**src/rtl/uart_rx_deser_pkg.sv**
```systemverilog
// Shared receiver constants: FSM state encoding, oversample ratio and majority-vote sample points.
package uart_rx_deser_pkg;

    typedef enum logic [2:0] {
        URX_IDLE      = 3'd0,
        URX_START     = 3'd1,
        URX_DATA      = 3'd2,
        URX_STOP      = 3'd3,
        URX_WAIT_HIGH = 3'd4
    } urx_state_e;

    localparam int         URX_OVERSAMPLE = 16;
    localparam logic [3:0] URX_VOTE_FIRST = 4'd7;
    localparam logic [3:0] URX_VOTE_MID   = 4'd8;
    localparam logic [3:0] URX_VOTE_LAST  = 4'd9;
    localparam logic [3:0] URX_SCNT_WRAP  = 4'(URX_OVERSAMPLE - 1);

    function automatic logic maj3(input logic a, input logic b, input logic c);
        return (a & b) | (a & c) | (b & c);
    endfunction

endpackage

```
**src/rtl/uart_rx_deser_baud_tick.sv**
```systemverilog
// Oversample tick generator: one-cycle tick every DIV clocks; counter parked at 0 while held.
// Shared with the transmit side, so it knows nothing about frames.
module uart_baud_tick #(
    parameter int DIV = 1
) (
    input  logic clk_i,
    input  logic rst_ni,
    input  logic restart_i,
    input  logic hold_i,
    output logic tick_o
);

    localparam int W = (DIV > 1) ? $clog2(DIV) : 1;

    logic [W-1:0] tcnt_q;
    logic [W-1:0] tcnt_d;

    assign tick_o = ~hold_i & (tcnt_q == W'(DIV - 1));

    always_comb begin
        tcnt_d = tcnt_q + W'(1);
        if (hold_i || restart_i || tick_o) begin
            tcnt_d = '0;
        end
    end

    always_ff @(posedge clk_i or negedge rst_ni) begin
        if (!rst_ni) begin
            tcnt_q <= '0;
        end else begin
            tcnt_q <= tcnt_d;
        end
    end

endmodule

```
**src/rtl/uart_rx_deser.sv**
```systemverilog
// 8N1 receiver: 16x oversampled, 3-sample majority vote per bit, glitch-start rejection,
// separate framing-error pulse. Good bytes appear as a one-cycle rxnew_o with rxdata_o held.
module uart_rx_deser
    import uart_rx_deser_pkg::*;
#(
    parameter int CLK_FREQ = 62_500_000,
    parameter int BAUD     = 115_200
) (
    input  logic       clk_i,
    input  logic       rst_ni,
    input  logic       rx_i,
    output logic       rxnew_o,
    output logic [7:0] rxdata_o,
    output logic       frame_err_o,
    output logic       busy_o
);

    localparam int DIV = CLK_FREQ / (BAUD * URX_OVERSAMPLE);

    generate
        if (DIV < 1) begin : g_div_check
            $error("uart_rx_deser: CLK_FREQ too low for BAUD (DIV < 1)");
        end
    endgenerate

    logic       rx_meta_q, rxs_q, rxs_dly_q;
    urx_state_e state_q;
    logic [3:0] scnt_q;
    logic [2:0] bidx_q;
    logic [1:0] vote_q;
    logic [7:0] shift_q;
    logic [7:0] rxdata_q;
    logic       good_pend_q, rxnew_q;
    logic       err_pend_q, frame_err_q;

    logic in_idle, fall, tick, bit_d, vote_pt, wrap;

    always_ff @(posedge clk_i or negedge rst_ni) begin
        if (!rst_ni) begin
            rx_meta_q <= 1'b1;
            rxs_q     <= 1'b1;
            rxs_dly_q <= 1'b1;
        end else begin
            rx_meta_q <= rx_i;
            rxs_q     <= rx_meta_q;
            rxs_dly_q <= rxs_q;
        end
    end

    assign in_idle = (state_q == URX_IDLE);
    assign fall    = rxs_dly_q & ~rxs_q;

    uart_baud_tick #(.DIV(DIV)) u_baud_tick (
        .clk_i     (clk_i),
        .rst_ni    (rst_ni),
        .restart_i (in_idle & fall),
        .hold_i    (in_idle),
        .tick_o    (tick)
    );

    // The third vote is the live sample, so the decision lands on the scnt==9 tick itself.
    assign bit_d   = maj3(vote_q[1], vote_q[0], rxs_q);
    assign vote_pt = tick && (scnt_q == URX_VOTE_LAST);
    assign wrap    = tick && (scnt_q == URX_SCNT_WRAP);

    always_ff @(posedge clk_i or negedge rst_ni) begin
        if (!rst_ni) begin
            state_q     <= URX_IDLE;
            scnt_q      <= '0;
            bidx_q      <= '0;
            vote_q      <= '0;
            shift_q     <= '0;
            rxdata_q    <= '0;
            good_pend_q <= 1'b0;
            rxnew_q     <= 1'b0;
            err_pend_q  <= 1'b0;
            frame_err_q <= 1'b0;
        end else begin
            good_pend_q <= 1'b0;
            err_pend_q  <= 1'b0;
            rxnew_q     <= good_pend_q;
            frame_err_q <= err_pend_q;

            if (tick) begin
                scnt_q <= scnt_q + 4'd1;
                if (scnt_q == URX_VOTE_FIRST || scnt_q == URX_VOTE_MID) begin
                    vote_q <= {vote_q[0], rxs_q};
                end
            end

            case (state_q)
                URX_IDLE: begin
                    if (fall) begin
                        state_q <= URX_START;
                        scnt_q  <= '0;
                        bidx_q  <= '0;
                    end
                end
                URX_START: begin
                    if (vote_pt && bit_d) begin
                        state_q <= URX_IDLE;
                    end else if (wrap) begin
                        state_q <= URX_DATA;
                    end
                end
                URX_DATA: begin
                    if (vote_pt) begin
                        shift_q <= {bit_d, shift_q[7:1]};
                    end
                    if (wrap) begin
                        bidx_q <= bidx_q + 3'd1;
                        if (bidx_q == 3'd7) begin
                            state_q <= URX_STOP;
                        end
                    end
                end
                URX_STOP: begin
                    // Leave mid-stop-bit so a back-to-back start edge is never missed.
                    if (vote_pt) begin
                        if (bit_d) begin
                            rxdata_q    <= shift_q;
                            good_pend_q <= 1'b1;
                            state_q     <= URX_IDLE;
                        end else begin
                            err_pend_q <= 1'b1;
                            state_q    <= URX_WAIT_HIGH;
                        end
                    end
                end
                URX_WAIT_HIGH: begin
                    if (rxs_q) begin
                        state_q <= URX_IDLE;
                    end
                end
                default: state_q <= URX_IDLE;
            endcase
        end
    end

    assign rxnew_o     = rxnew_q;
    assign rxdata_o    = rxdata_q;
    assign frame_err_o = frame_err_q;
    assign busy_o      = ~in_idle;

endmodule
```
**config.mk**
```make
export PLATFORM = sky130hd
export DESIGN_NAME = uart_rx_deser
export DESIGN_NICKNAME = d
export VERILOG_FILES = /design/src/rtl/uart_rx_deser_pkg.sv /design/src/rtl/uart_rx_deser_baud_tick.sv /design/src/rtl/uart_rx_deser.sv
export SDC_FILE = /design/constraint.sdc
export NUM_CORES = 1
export LEC_CHECK = 0
export BUFFER_PORTS_ARGS = -buffer_cell sky130_fd_sc_hd__buf_4
export CORE_UTILIZATION = 50
export DETAILED_ROUTE_END_ITERATION = 8
export PLACE_DENSITY = 0.71
export REMOVE_ABC_BUFFERS = 1
export SETUP_SLACK_MARGIN = 0.2
export SLEW_MARGIN = 15
export SYNTH_ARGS = -nofsm -noshare
export SYNTH_HDL_FRONTEND = slang
export SYNTH_SLANG_ARGS = --single-unit
```
**constraint.sdc**
```tcl
create_clock -name clk_i -period 1.72 [get_ports clk_i]
set_clock_uncertainty 0.2 [all_clocks]
set_input_delay 0.344 -clock clk_i [delete_from_list [all_inputs] [get_ports clk_i]]
set_output_delay 0.344 -clock clk_i [all_outputs]
set_load 0.1 [all_outputs]
```
Word-level counts from Yosys, hierarchy flattened. Index checks and enable logic that the tools add are counted. Widths: inputs -> output; s select.

Output and inout port bits: 11. Flip-flop bits (word level): 41. Word-level logic and storage cells: 78.

Equal/unequal tests: 16. Bitwise operators: 10. Multiplexer cells: 22. Add/sub/neg operators: 3. Reductions and logical operators: 13.

Operators with widths (number): $mux 3 (10); $pmux 3 s5 (1); $eq 4x4->1 const B (3); $mux 4 (3); $ne 2x2->1 const B (4); $add 6x1->6 const B (1); $and 1x1->1 (6); $eq 3x2->1 const B (2); $eq 3x3->1 const B (2); $eq 6x6->1 const B (1); $mux 1 (6); $mux 6 (1); $pmux 3 s2 (1); $reduce_and 3->1 (2); $reduce_and 6->1 (1); $add 4x1->4 const B (1); $eq 4x3->1 const B (1); $reduce_and 2->1 (2); $add 3x1->3 const B (1); $eq 3x1->1 const B (1); $logic_and 1x1->1 (3); $logic_not 3->1 (1); $logic_or 1x1->1 (3); $ne 3x3->1 const B (1); other kinds (4) (6).

Logic depth before layout (Yosys ltp).
Word-level depth: 7. Depth in mapped cells: 6. Depth with buffers taken out: 6.

Modules after synthesis. From an unflattened synthesis, not the netlist that was laid out.

Cell total of the unflattened synthesis: 145. Area total of the unflattened synthesis: 1824.2 sq um.

Modules (own cells, without submodules): uart_rx_deser (area each 1524.0 sq um, instances 1, cells each 115); uart_baud_tick (area each 300.3 sq um, instances 1, cells each 30).

Worst setup path after synthesis. OpenSTA, ideal clock, no wires.

Path kind: register to register. Start point: reg state_q[2]. End point: reg vote_q[0]. Clock period less this slack: 2.149 ns. Data required time: 1.395 ns. Arrival time: 1.824 ns. Setup slack: -0.429 ns. Cell stages (with the launch flop): 6. Cell sequence: dfrtp_1 > or3_2 > buf_2 > nand3_2 > a21o_1 > mux2_2.

Cells in the longest elaborated chain, start to end: 4.

Ends and longest elaborated chain: start: declaration (RTL line uart_rx_deser.sv:27) `urx_state_e state_q;`; start signal: assignment (RTL line uart_rx_deser.sv:68) `state_q <= URX_IDLE;`; start signal: assignment (RTL line uart_rx_deser.sv:94) `state_q <= URX_START;`; start signal: assignment (RTL line uart_rx_deser.sv:101) `state_q <= URX_IDLE;`; $logic_not 3->1 (RTL line uart_rx_deser.sv:50) `assign in_idle = (state_q == URX_IDLE);`; $not 1->1; net busy_o (RTL line uart_rx_deser.sv:15) `output logic busy_o`; $and 1x1->1 (RTL line uart_rx_deser_baud_tick.sv:18) `assign tick_o = ~hold_i & (tcnt_q == W'(DIV - 1));`; $reduce_and 2->1 (no line); end signal: assignment (RTL line uart_rx_deser.sv:87) `vote_q <= {vote_q[0], rxs_q};`; end: declaration (RTL line uart_rx_deser.sv:30) `logic [1:0] vote_q;`.

The timed path passes the listed nets, and every way through them passes these cells. A chain may end at the register's enable or synchronous reset.

Final worst setup path.
Start point: reg state_q[1]. End point: out busy_o.

Cells in the longest elaborated chain, start to end: 2.

Ends and longest elaborated chain: $logic_not 3->1 (RTL line uart_rx_deser.sv:50); $not 1->1 (RTL line uart_rx_deser.sv:143) `assign busy_o = ~in_idle;`; end: declaration (RTL line uart_rx_deser.sv:15).

No other way between the ends.

==> flow_metrics.tcl <==
set metrics [dict create \
    drt_drc_violations_left 0 \
    max_freq_ghz 0.520 \
    postSynthAreaPerCell_sq_um 12.6 \
    cts.sinks 41 \
    ys_async_sr_fraction_pct 100 \
    gp_congestion 0.842 \
    max_cap_viol_count 0 \
    dieArea_sq_mm 0.00384 \
    nNetsFinal 216 \
    worst_hold_path_type "reg2reg" \
    path_class "reg2out" \
    final_util_pct 77.6 \
    first_pass_iters 4 \
    drtIter0Drc 47 \
    num-fill-cells 187 \
    num_rows 21 \
    drv_slew 0 \
    whs_ps 164 \
    initial_core_util_pct 53.0 \
    numPortBuffers 13 \
    slew_headroom_pct 66.6 \
    antenna_found_initial 0 \
    hold_path_depth 0 \
    cp.required_ps 1180 \
    clockBufferDepth 2 \
    power_density_mw_per_mm2 853 \
    switchingPower_mw 0.682 \
    r2r_cells 5 \
    p_comb_share_pct 26.9 \
    cts_tree "done" \
    status "complete, but fails checks" \
    track_usage_pct 23.0 \
    setup_ws_ps -203 \
    ir_worst_vdd_uv 564 \
    clkPwrFrac_pct 22.9 \
    crit_path_end_kind "output pin" \
    worst_skew_pair.late_latency_ps 360 \
    instances_no_fill 253 \
    synth_cell_types 33 \
    synth_edf_count 0 \
    ys_warn_count 0 \
    grt_overflow_total 0 \
    rsz0062_at_grt "true" \
    via_count 1337 \
    tightestPinTransition_ps 501 \
    io_pins 14 \
    p_seq_share_pct 50.2 \
    layout_commonest_cell "dfrtp_1" \
    clockRootBuffer "clkbuf_4" \
    dp_hpwl_um 2480 \
    grt_pass1_wl_um 6110 \
    grt_max_degree 42 \
    ys.flop_type "dfrtp_1" \
    place_inst 231 \
    setup-violations-final 30 \
    ys_seq_area_share_pct 57.3 \
    coreArea_sq_mm 0.00339 \
    drive_gt1_share_pct 53.6 \
    violations "setup timing" \
    p_leak_nw 1.27 \
    avgRoutedWirePerCell_um 16.7 \
    netlist_instances 143 \
    routed_wl_um 4220 \
    drtAntennaViolNets 0 \
    areaGrowthSynthToFinish_pct 46.4 \
    hold_viol_final 0 \
    period_share_pct 112 \
    fp.dieW_um 61.9 \
    netSwitchingFraction_pct 30.4 \
    cp_max_fo 2 \
    fin_crit_ps 1920 \
    synthesis.area_sq_mm 0.00180 \
    worstPathArrival_ps 1380 \
    total_power_mw 2.24 \
    finalSetupTns_ps -2100 \
    intPower_mw 1.56 \
    antennaDiodeCount 0 \
    die_y_um 61.9 \
    cts_made_buffers 5 \
    cp-start-kind "flop" \
    vias_per_cell 5.28 \
    clk_pin_slew_ps 120 \
    most-common-layout-cells "38 x dfrtp_1, 36 x buf_4, 18 x mux2_2" \
    htree_levels 2 \
    grt_pass1_vias 1340 \
    ys_ff_latch 41 \
]
metrics by stage:
stage,setup slack (ps),area [sq um]
floorplan,-463,1790
global placement,-90.4,2170
detailed placement,-177,2170
CTS,-195,2470
global route,-229,2630
finish,-203,2630
flip-flops by register name (all words and copies together) (netlist names):
| register | cells |
|---|---|
| rxs_dly_q | 1 |
| err_pend_q | 1 |
| vote_q | 2 |
| rx_meta_q | 1 |
| rxs_q | 1 |
| u_baud_tick.tcnt_q | 6 |
| bidx_q | 3 |
| good_pend_q | 1 |
| scnt_q | 4 |
| rxdata_o | 8 |
| state_q | 3 |
| frame_err_o | 1 |
| rxnew_o | 1 |
| shift_q | 8 |
cell families (layout without fill, tap and decap cells):
group           after synthesis  in the layout  share of synthesized area [%]
xor+xnor                      5              5                           2.44
buf+inv                       9             73                           1.95
flops                        41             41                           57.3
fa+ha+maj                     8              8                           5.43
simple gates                 48             48                           16.5
mux                          19             19                           11.8
compound gates               13             13                           4.53
power groups by stage:
stage | Sequential, mW | Clock [mW] | Combinational [mW]
floorplan | 1.13 | 0 | 0.218
global placement | 1.12 | 0 | 0.438
detailed placement | 1.12 | 0 | 0.458
CTS | 1.11 | 0.524 | 0.552
global route | 1.14 | 0.561 | 0.655
finish | 1.13 | 0.514 | 0.603
cell type report:
class	instances	area (sq um)	area share, %
clock inverter	2	13.8	0.523
tap	46	57.6	2.19
clock buffer	6	51.3	1.95
sequential	41	1030	39.2
timing repair buffer	57	601	22.8
inverter	8	30.0	1.14
multi-input combinational	93	847	32.2
metal layers:
metal	wire length, um	track usage [%]
met4	93	8.57
met5	0	0
met1	1670	26.5
met3	96	6.63
met2	2350	40.3
worst max-delay path: stages, from the launching register on:
cell and delay, ps:
dfrtp_1 410, or3_4 420, buf_12 180
synth_stat cells, types with 2 or more instances:
cell,instances,share of area [%]
dfrtp_1,38,53
ha_1,7,4.9
xor2_1,3,1.5
o21ai_0,6,1.7
nand3_1,8,2.2
and3_1,3,1.0
inv_1,8,1.7
nand3_2,2,1.1
nand4_1,3,1.0
dfstp_2,3,4.4
nor3b_1,4,1.7
nand2_1,6,1.3
nor3_1,2,0.56
o211ai_1,2,0.84
nor2_1,12,2.5
xnor2_1,2,0.98
mux2_2,18,11
worst paths after layout:
path                       startpoint                     to  slack, ps
min in group asynchronous      rst_ni  u_baud_tick.tcnt_q[2]        280
setup / recovery           state_q[1]                 busy_o       -200
hold / removal             err_pend_q            frame_err_o        160
setup reg to reg           state_q[1]              vote_q[1]       -150
hold reg to reg            err_pend_q            frame_err_o        160
max in group asynchronous      rst_ni                  rxs_q        670
what timing repair did:
item,4_1_cts,5_1_grt
hold endpoints to repair,39,0
hold buffers,2,0
endpoints found under the setup margin,47,47
buffers inserted,7,5
pin swaps,15,9
resized for setup,42,31
Power figures use the tool's default switching activity.
